===== config.mk =====
export PLATFORM = sky130hd
export DESIGN_NAME = fir_accumulator
export DESIGN_NICKNAME = d
export VERILOG_FILES = /design/src/rtl/fir_pkg.sv /design/src/rtl/cla_adder16.sv /design/src/rtl/fir_accumulator.sv
export SDC_FILE = /design/constraint.sdc
export NUM_CORES = 1
export LEC_CHECK = 0
export CORE_ASPECT_RATIO = 0.5
export CORE_MARGIN = 10
export CORE_UTILIZATION = 48
export CTS_CLUSTER_SIZE = 14
export DETAILED_ROUTE_END_ITERATION = 12
export PLACE_DENSITY = 0.74
export SLEW_MARGIN = 5
export SYNTH_ARGS = -nofsm -noshare
export SYNTH_HDL_FRONTEND = slang
export SYNTH_SLANG_ARGS = --single-unit

===== constraint.sdc =====
create_clock -name clk -period 10.1 [get_ports clk]
set_input_delay 1.515 -clock clk [delete_from_list [all_inputs] [get_ports clk]]
set_output_delay 1.515 -clock clk [all_outputs]
set_load 0.02 [all_outputs]

===== src/rtl/fir_pkg.sv =====
// Shared constants, state encoding and saturation helper
// for the FIR accumulator and its adder.
package fir_pkg;

  localparam int DATA_W = 16;
  localparam logic [DATA_W-1:0] SAT_MAX = 16'h7FFF;
  localparam logic [DATA_W-1:0] SAT_MIN = 16'h8000;

  typedef enum logic {
    EMPTY = 1'b0,
    FULL  = 1'b1
  } state_t;

  // Clamp toward the sign of the running accumulator.
  function automatic logic [DATA_W-1:0] sat_value(
    input logic neg
  );
    return neg ? SAT_MIN : SAT_MAX;
  endfunction

endpackage


===== src/rtl/cla_adder16.sv =====
// 16-bit carry-lookahead adder: four 4-bit groups with
// a second lookahead level producing the group carries.
module cla_adder16
  import fir_pkg::*;
(
  input  logic [DATA_W-1:0] i_a,
  input  logic [DATA_W-1:0] i_b,
  input  logic              i_cin,
  output logic [DATA_W-1:0] o_sum
);

  logic [DATA_W-1:0] w_g;
  logic [DATA_W-1:0] w_p;
  logic [3:0]        w_gg;
  logic [3:0]        w_gp;
  logic [3:0]        w_gc;

  assign w_g = i_a & i_b;
  assign w_p = i_a ^ i_b;

  always_comb begin
    w_gg = '0;
    w_gp = '0;
    for (int k = 0; k < 4; k++) begin
      w_gg[k] = w_g[4*k+3]
              | (w_p[4*k+3] & w_g[4*k+2])
              | (w_p[4*k+3] & w_p[4*k+2]
                 & w_g[4*k+1])
              | (w_p[4*k+3] & w_p[4*k+2]
                 & w_p[4*k+1] & w_g[4*k]);
      w_gp[k] = &w_p[4*k +: 4];
    end
  end

  assign w_gc[0] = i_cin;
  assign w_gc[1] = w_gg[0]
                 | (w_gp[0] & i_cin);
  assign w_gc[2] = w_gg[1]
                 | (w_gp[1] & w_gg[0])
                 | (w_gp[1] & w_gp[0] & i_cin);
  assign w_gc[3] = w_gg[2]
                 | (w_gp[2] & w_gg[1])
                 | (w_gp[2] & w_gp[1] & w_gg[0])
                 | (w_gp[2] & w_gp[1] & w_gp[0]
                    & i_cin);

  always_comb begin
    logic c;
    o_sum = '0;
    c = 1'b0;
    for (int k = 0; k < 4; k++) begin
      c = w_gc[k];
      for (int j = 0; j < 4; j++) begin
        o_sum[4*k+j] = w_p[4*k+j] ^ c;
        c = w_g[4*k+j] | (w_p[4*k+j] & c);
      end
    end
  end

endmodule


===== src/rtl/fir_accumulator.sv =====
// Saturating NTAPS-term accumulator with valid/ready
// input and a single registered output slot.
module fir_accumulator
  import fir_pkg::*;
#(
  parameter int NTAPS = 8
) (
  input  logic              clk,
  input  logic              rst,
  input  logic              clr,
  input  logic              in_valid,
  output logic              in_ready,
  input  logic [DATA_W-1:0] in_data,
  output logic              out_valid,
  input  logic              out_ready,
  output logic [DATA_W-1:0] out_data,
  output logic              out_sat
);

  localparam int CW = (NTAPS > 1) ? $clog2(NTAPS) : 1;

  logic [DATA_W-1:0] r_acc;
  logic [CW-1:0]     r_cnt;
  logic              r_sticky;
  logic [DATA_W-1:0] r_out_data;
  logic              r_out_sat;
  state_t            r_state;
  state_t            w_state_nxt;

  logic [DATA_W-1:0] w_sum;
  logic [DATA_W-1:0] w_result;
  logic              w_ovf;
  logic              w_last;
  logic              w_in_fire;
  logic              w_out_fire;
  logic              w_final;

  cla_adder16 u_add (
    .i_a   (r_acc),
    .i_b   (in_data),
    .i_cin (1'b0),
    .o_sum (w_sum)
  );

  assign w_ovf = (r_acc[DATA_W-1] == in_data[DATA_W-1])
              && (w_sum[DATA_W-1] != r_acc[DATA_W-1]);
  assign w_result = w_ovf ? sat_value(r_acc[DATA_W-1])
                          : w_sum;

  assign w_last     = (r_cnt == CW'(NTAPS - 1));
  assign out_valid  = (r_state == FULL);
  assign in_ready   = !(w_last && out_valid && !out_ready);
  assign w_in_fire  = in_valid && in_ready;
  assign w_out_fire = out_valid && out_ready;
  // A term arriving with clr is dropped, so it cannot complete.
  assign w_final    = w_in_fire && w_last && !clr;

  assign out_data = r_out_data;
  assign out_sat  = r_out_sat;

  always_ff @(posedge clk) begin
    if (rst) begin
      r_state <= EMPTY;
    end else begin
      r_state <= w_state_nxt;
    end
  end

  always_comb begin
    w_state_nxt = r_state;
    unique case (r_state)
      EMPTY: if (w_final) w_state_nxt = FULL;
      FULL: begin
        if (w_out_fire && !w_final)
          w_state_nxt = EMPTY;
      end
      default: w_state_nxt = EMPTY;
    endcase
  end

  always_ff @(posedge clk) begin
    if (rst || clr) begin
      r_acc    <= '0;
      r_cnt    <= '0;
      r_sticky <= 1'b0;
    end else if (w_in_fire) begin
      if (w_last) begin
        r_acc    <= '0;
        r_cnt    <= '0;
        r_sticky <= 1'b0;
      end else begin
        r_acc    <= w_result;
        r_cnt    <= r_cnt + 1'b1;
        r_sticky <= r_sticky | w_ovf;
      end
    end
  end

  always_ff @(posedge clk) begin
    if (rst) begin
      r_out_data <= '0;
      r_out_sat  <= 1'b0;
    end else if (w_final) begin
      r_out_data <= w_result;
      r_out_sat  <= r_sticky | w_ovf;
    end
  end

endmodule

* Yosys cells after proc, flatten, opt, wreduce, memory -nomap -nowiden
Cells that the tools add are included. Widths: inputs -> output; s select.
Storage, ports and cells: register bits 38, latch bits 0, memory bits (writable) 0, memory bits (read-only) 0, bits of input ports 21, output and inout bits 19, word-level logic and storage cells 105, memories 0
Operators by class: add/subtract/negate cells 1, multiply operators 0, divide/modulo/power cells 0, magnitude comparators 0, eq/ne operators 3, shifts and indexed selects 0, multiplexer cells 8, bitwise gates (word level) 72, reduce and logical (&&, ||, !) cells 15
Operators with widths (count):
- $mux 16 | 3
- $and 1x1->1 | 30
- $or 1x1->1 | 24
- $xor 16x16->16 | 1
- $and 15x15->15 | 1
- $xor 1x1->1 | 15
- $logic_and 1x1->1 | 8
- $reduce_and 4->1 | 2
- $logic_not 1->1 | 4
- $add 3x1->3 const B | 1
- $eq 3x3->1 const B | 1
- $mux 1 | 3
- $mux 3 | 1
- $pmux 1 s2 | 1
- $eq 1x1->1 | 1
- $logic_or 1x1->1 | 1
- $ne 1x1->1 | 1
- $not 1->1 | 1

* Logic depth before layout (Yosys ltp)
word-level depth 19, depth in mapped cells 14, mapped depth without buffers 13

* Hierarchy
A second synthesis with hierarchy kept.
Second synthesis, totals: cell total of the unflattened synthesis 290, area total of the unflattened synthesis 2562.5 um2
By module, submodules not included:
- fir_accumulator | times used 1, cells each 223, area each 1940.6 um2, seq. area each 760.7 um2
- cla_adder16 | times used 1, cells each 67, area each 621.8 um2, seq. area each 0.0 um2

* Least setup slack after synthesis
OpenSTA, ideal clock, no wires.
path type input -> register, start point input port in_data[3], end point register r_out_data[2], in the netlist out_data[2], setup time 67 ps, data arrival time 4325 ps, data required time 10033 ps, setup slack 5708 ps, stages 14, path buffers 1, path through ha_1 nand2_1 o21a_1 o21ba_2 a21bo_2 fa_1 fa_1 inv_1 fa_1 or3b_4 buf_6 a21oi_4 nand2_1 a21oi_2
On the way: word-level cells in the longest chain between the ends 17, elaborated cells on any way between the ends 22, those cells by class 1 x eq/ne; 1 x mux; 19 x bitwise; 1 x reduce/logical
RTL lines:
- start: declaration | RTL line fir_accumulator.sv:13 | input logic [DATA_W-1:0] in_data,
- $xor 16x16->16 | RTL line cla_adder16.sv:19 | assign w_p = i_a ^ i_b;
- $and 1x1->1 (on tied branches) | RTL line cla_adder16.sv:26, cla_adder16.sv:27, cla_adder16.sv:29
- $or 1x1->1 (tied with other cells) | RTL line cla_adder16.sv:26 | | (w_p[4*k+3] & w_g[4*k+2])
- $or 1x1->1 or $and 1x1->1 (tied branches) | RTL line cla_adder16.sv:27, cla_adder16.sv:30
- $or 1x1->1 (*) | RTL line cla_adder16.sv:29 | | (w_p[4*k+3] & w_p[4*k+2]
- $and 1x1->1 (*) | RTL line cla_adder16.sv:43 | | (w_gp[2] & w_gp[1] & w_gg[0])
- $or 1x1->1 (*) | RTL line cla_adder16.sv:43
- $and 1x1->1 (*) | RTL line cla_adder16.sv:55 | c = w_g[4*k+j] | (w_p[4*k+j] & c);
- $or 1x1->1 (*) | RTL line cla_adder16.sv:55
- $and 1x1->1 (*) | RTL line cla_adder16.sv:55
- $or 1x1->1 (*) | RTL line cla_adder16.sv:55
- $and 1x1->1 (*) | RTL line cla_adder16.sv:55
- $or 1x1->1 (*) | RTL line cla_adder16.sv:55
- $xor 1x1->1 (*) | RTL line cla_adder16.sv:54 | o_sum[4*k+j] = w_p[4*k+j] ^ c;
- $ne 1x1->1 (*) | RTL line fir_accumulator.sv:46 | && (w_sum[DATA_W-1] != r_acc[DATA_W-1]);
- $logic_and 1x1->1 (*) | RTL line fir_accumulator.sv:46
- $mux 16 (*) | RTL line fir_accumulator.sv:47 | assign w_result = w_ovf ? sat_value(r_acc[DATA_W-1])
- end signal: assignment | RTL line fir_accumulator.sv:104 | r_out_data <= w_result;
- end: declaration | RTL line fir_accumulator.sv:25 | logic [DATA_W-1:0] r_out_data;
Mark *: on every way between the ends. The rest lies on a longest branch, timed or not. A chain may end at the register's enable or synchronous reset.

* Final worst setup path
start point input port in_data[3], end point register r_out_data[3], in the netlist out_data[3]
On the way: word-level cells in the longest chain between the ends 17, elaborated cells on any way between the ends 23, those cells by class 1 x eq/ne; 1 x mux; 20 x bitwise; 1 x reduce/logical
RTL lines (RTL line):
- $xor 16x16->16 | cla_adder16.sv:19
- $and 1x1->1 (on tied branches) | cla_adder16.sv:26, cla_adder16.sv:27, cla_adder16.sv:29
- $or 1x1->1 (tied with other cells) | cla_adder16.sv:26
- $or 1x1->1 or $and 1x1->1 (tied branches) | cla_adder16.sv:27, cla_adder16.sv:30
- $or 1x1->1 | cla_adder16.sv:29
- $and 1x1->1 | cla_adder16.sv:43
- $or 1x1->1 | cla_adder16.sv:43
- $and 1x1->1 | cla_adder16.sv:55
- $or 1x1->1 | cla_adder16.sv:55
- $and 1x1->1 | cla_adder16.sv:55
- $or 1x1->1 | cla_adder16.sv:55
- $and 1x1->1 | cla_adder16.sv:55
- $or 1x1->1 | cla_adder16.sv:55
- $xor 1x1->1 | cla_adder16.sv:54
- $ne 1x1->1 | fir_accumulator.sv:46
- $logic_and 1x1->1 | fir_accumulator.sv:46
- $mux 16 (*) | fir_accumulator.sv:47
Marks and branches as above.

==> metrics.md <==
| Metric | Value |
|---|---|
| Most Crowded Layer GR | `met2` |
| Seq cells post-synth | `38` |
| Total Power | `0.3399 mW` |
| Final period utilization | `47.62%` |
| DP HPWL | `3.952 mm` |
| TNS Setup | `0 ns` |
| Grt met1 use | `16.20%` |
| Initial antenna violation count | `0` |
| Number of diodes | `0` |
| Warnings from Yosys | `0` |
| Placed inst area | `2545 um2` |
| Grt ovf | `0` |
| Total CTS buffers | `5` |
| Dpl ws | `5.020 ns` |
| Worst EP arrival | `5.00 ns` |
| Mapped Area | `2148 um2` |
| First-pass GRT wire length | `8.907 mm` |
| Clk sinks | `38` |
| Result of the run | `finished clean` |
| Startpoint types | `input port` |
| Tmin final | `4.810 ns` |
| Root Buffer | `clkbuf_8` |
| Clock transition at the registers of the reported paths | `0.08 ns` |
| CTS resizes | `0` |
| Synth Instances | `247` |
| Crit Path Category | `in2reg` |
| Post-route ant nets | `0` |
| GRT Util Overall | `14.00%` |
| Worst vdd ir | `0.08080 mV` |
| Layout cells sized above 1 | `6.738%` |
| FP Rows | `17` |
| Htree depth | `2` |
| CP Capture Type | `flop` |
| Final Skew | `0.008508 ns` |
| # IOs | `40` |
| Detailed-route vias per instance | `5.354` |
| # setup viols final | `0` |
| Most frequent cells in the layout | `clkdlybuf4s50_1, dfxtp_1, nand2_1` |
| Commonest non-fill, non-tap cell in the layout | `clkdlybuf4s50_1` |
| Hold WC Path Type | `reg2reg` |
| PortBufs | `39` |
| Fmax achieved | `207.9 MHz` |
| Wire length per cell | `14.94 um` |
| CTS Buffer Depth | `2` |
| Count of cell types in the netlist | `44` |
| Fin area | `2658 um2` |
| Max FO, Critical Path | `7` |
| Hold_ws | `0.4518 ns` |
| Post-CTS setup buffer count | `0` |
| Total number of vias | `1815` |
| DRT iter0 DRCs | `68` |
| CTS Hold Bufs | `0` |
| Final hold violation count | `0` |
| Final GP Congestion | `0.8552` |
| Final WS setup | `5.290 ns` |
| PD cells | `127.9 nW/um2` |
| Total of max-cap violations | `0` |
| Final layout net count | `328` |
| Syn_area_per_cell | `8.698 um2` |
| Die Ht | `67.31 um` |
| Fin. max-slew vios | `0` |
| Post-route DRC | `0` |
| RSZ-0062 raised after global routing | `no` |
| Sequential area share after synthesis | `35.41%` |
| Vias in the first global route | `1915` |
| Core ar. | `4360 um2` |
| Grt met3 use | `4.244%` |
| Initial core utilization | `49.27%` |
| Tightest Pin Transition | `0.6880 ns` |
| CP required | `10.29 ns` |
| Die area | `7714 um2` |
| CTS tree | `done` |
| Relative slew slack | `53.99%` |
| Largest net degree at the start of global routing | `21` |
| Lkg Pwr | `1.024 nW` |
| Met2 GRT Util | `25.14%` |
| First-pass iteration count of the detailed router | `4` |
| Synth-to-Final Area Change | `23.70%` |
| Clk_lat worst skew | `0.29 ns` |
| Mapped Nets | `293` |
| Die width | `114.6 um` |
| Final wirelength | `5.066 mm` |
## through the flow
stage | utilization, % | std cells
final | 60.95 | 339
after global routing | 60.95 | 339
after CTS | 60.95 | 339
after detailed placement | 58.36 | 332
after global placement | 58.36 | 332
after floorplan | - | 247
## routing by layer
layer / share of wire, % / wire length (um)
met2: 50 / 2558
met5: 0 / 0
met1: 44 / 2234
met4: 1.2 / 59
met3: 4.2 / 214
## worst max-delay path, stage by stage
cell and delay, ns:
clkdlybuf4s50_1 0.41, ha_1 0.33, nand2_1 0.06, o21a_1 0.23
o21ba_2 0.23, a21bo_2 0.19, fa_1 0.37, fa_1 0.36
inv_1 0.07, fa_1 0.26, nor3b_1 0.55, a21oi_1 0.16
a211oi_1 0.26
## logic make-up (layout without fill, tap and decap cells)
family | after synthesis | in the layout | share of synthesized area (%)
adders and majority gates | 26 | 26 | 18.87
AOI/OAI and AO/OA | 55 | 55 | 16.89
buffers and inverters | 34 | 69 | 7.047
DFF | 38 | 38 | 35.41
and+or+nand+nor | 91 | 91 | 20.56
xor gates and xnor gates | 3 | 3 | 1.223
## cells in the mapped netlist, drive strengths merged
master / n / area [um2]
and2b: 1 / 8.760
inv: 23 / 86.33
maj3: 1 / 10.01
a21bo: 1 / 10.01
o21ba: 2 / 20.02
dfxtp: 38 / 760.7
and4b: 1 / 10.01
a2bb2oi: 1 / 8.760
nor3b: 1 / 7.510
and2: 2 / 12.52
o211ai: 3 / 22.52
o21ai: 4 / 20.02
xor2: 2 / 17.52
or2b: 1 / 7.510
nor2: 27 / 108.9
fa: 11 / 220.2
buf: 7 / 50.05
xnor2: 1 / 8.760
nand2: 32 / 122.6
nand3b: 2 / 15.01
o21a: 1 / 7.510
nand4b: 1 / 15.01
a211oi: 3 / 22.52
nand3: 9 / 45.04
o21bai: 1 / 7.510
or2: 1 / 6.260
nand4: 1 / 6.260
ha: 14 / 175.2
clkbuf: 4 / 15.01
nand2b: 2 / 12.51
or3b: 1 / 11.26
and3b: 1 / 10.01
a21oi: 26 / 145.2
nor2b: 2 / 12.51
a32oi: 1 / 8.760
a22oi: 12 / 90.09
nor3: 6 / 30.03
## worst paths after layout
| check | endpoint | from | slack, ns | cells after the start |
|---|---|---|---|---|
| worst max-delay path | out_data[3] | in_data[3] | 5.29 | 13 |
| worst min register to register | out_data[5] | out_data[5] | 0.45 | 2 |
| worst max register to register | out_data[3] | r_acc[3] | 6.63 | 12 |
| worst min-delay path | out_data[5] | out_data[5] | 0.45 | 2 |
## state kept, by name, summed over array words and instances, names as in the netlist
| signal | flops |
|---|---|
| out_data | 16 |
| r_acc | 16 |
| r_cnt | 3 |
| out_sat | 1 |
| out_valid | 1 |
| r_sticky | 1 |
## area by class of cell
| cell class | instances | area (um2) |
|---|---|---|
| Multi-Input combinational cell | 175 | 1236 |
| Timing Repair Buffer | 39 | 390.4 |
| Clock inverter | 1 | 30.03 |
| Fill cell | 365 | 1703 |
| Clock buffer | 6 | 82.58 |
| Inverter | 23 | 86.33 |
| Tap cell | 57 | 71.32 |
| Sequential cell | 38 | 760.7 |
## power breakdown
| group | leakage (nW) | internal (mW) | total (mW) | switching, mW |
|---|---|---|---|---|
| sequential | 0.308 | 0.153 | 0.155 | 0.00250 |
| combinational | 0.659 | 0.0242 | 0.0527 | 0.0285 |
| clock | 0.0573 | 0.0790 | 0.132 | 0.0528 |
(Power assumes the default switching activity.)
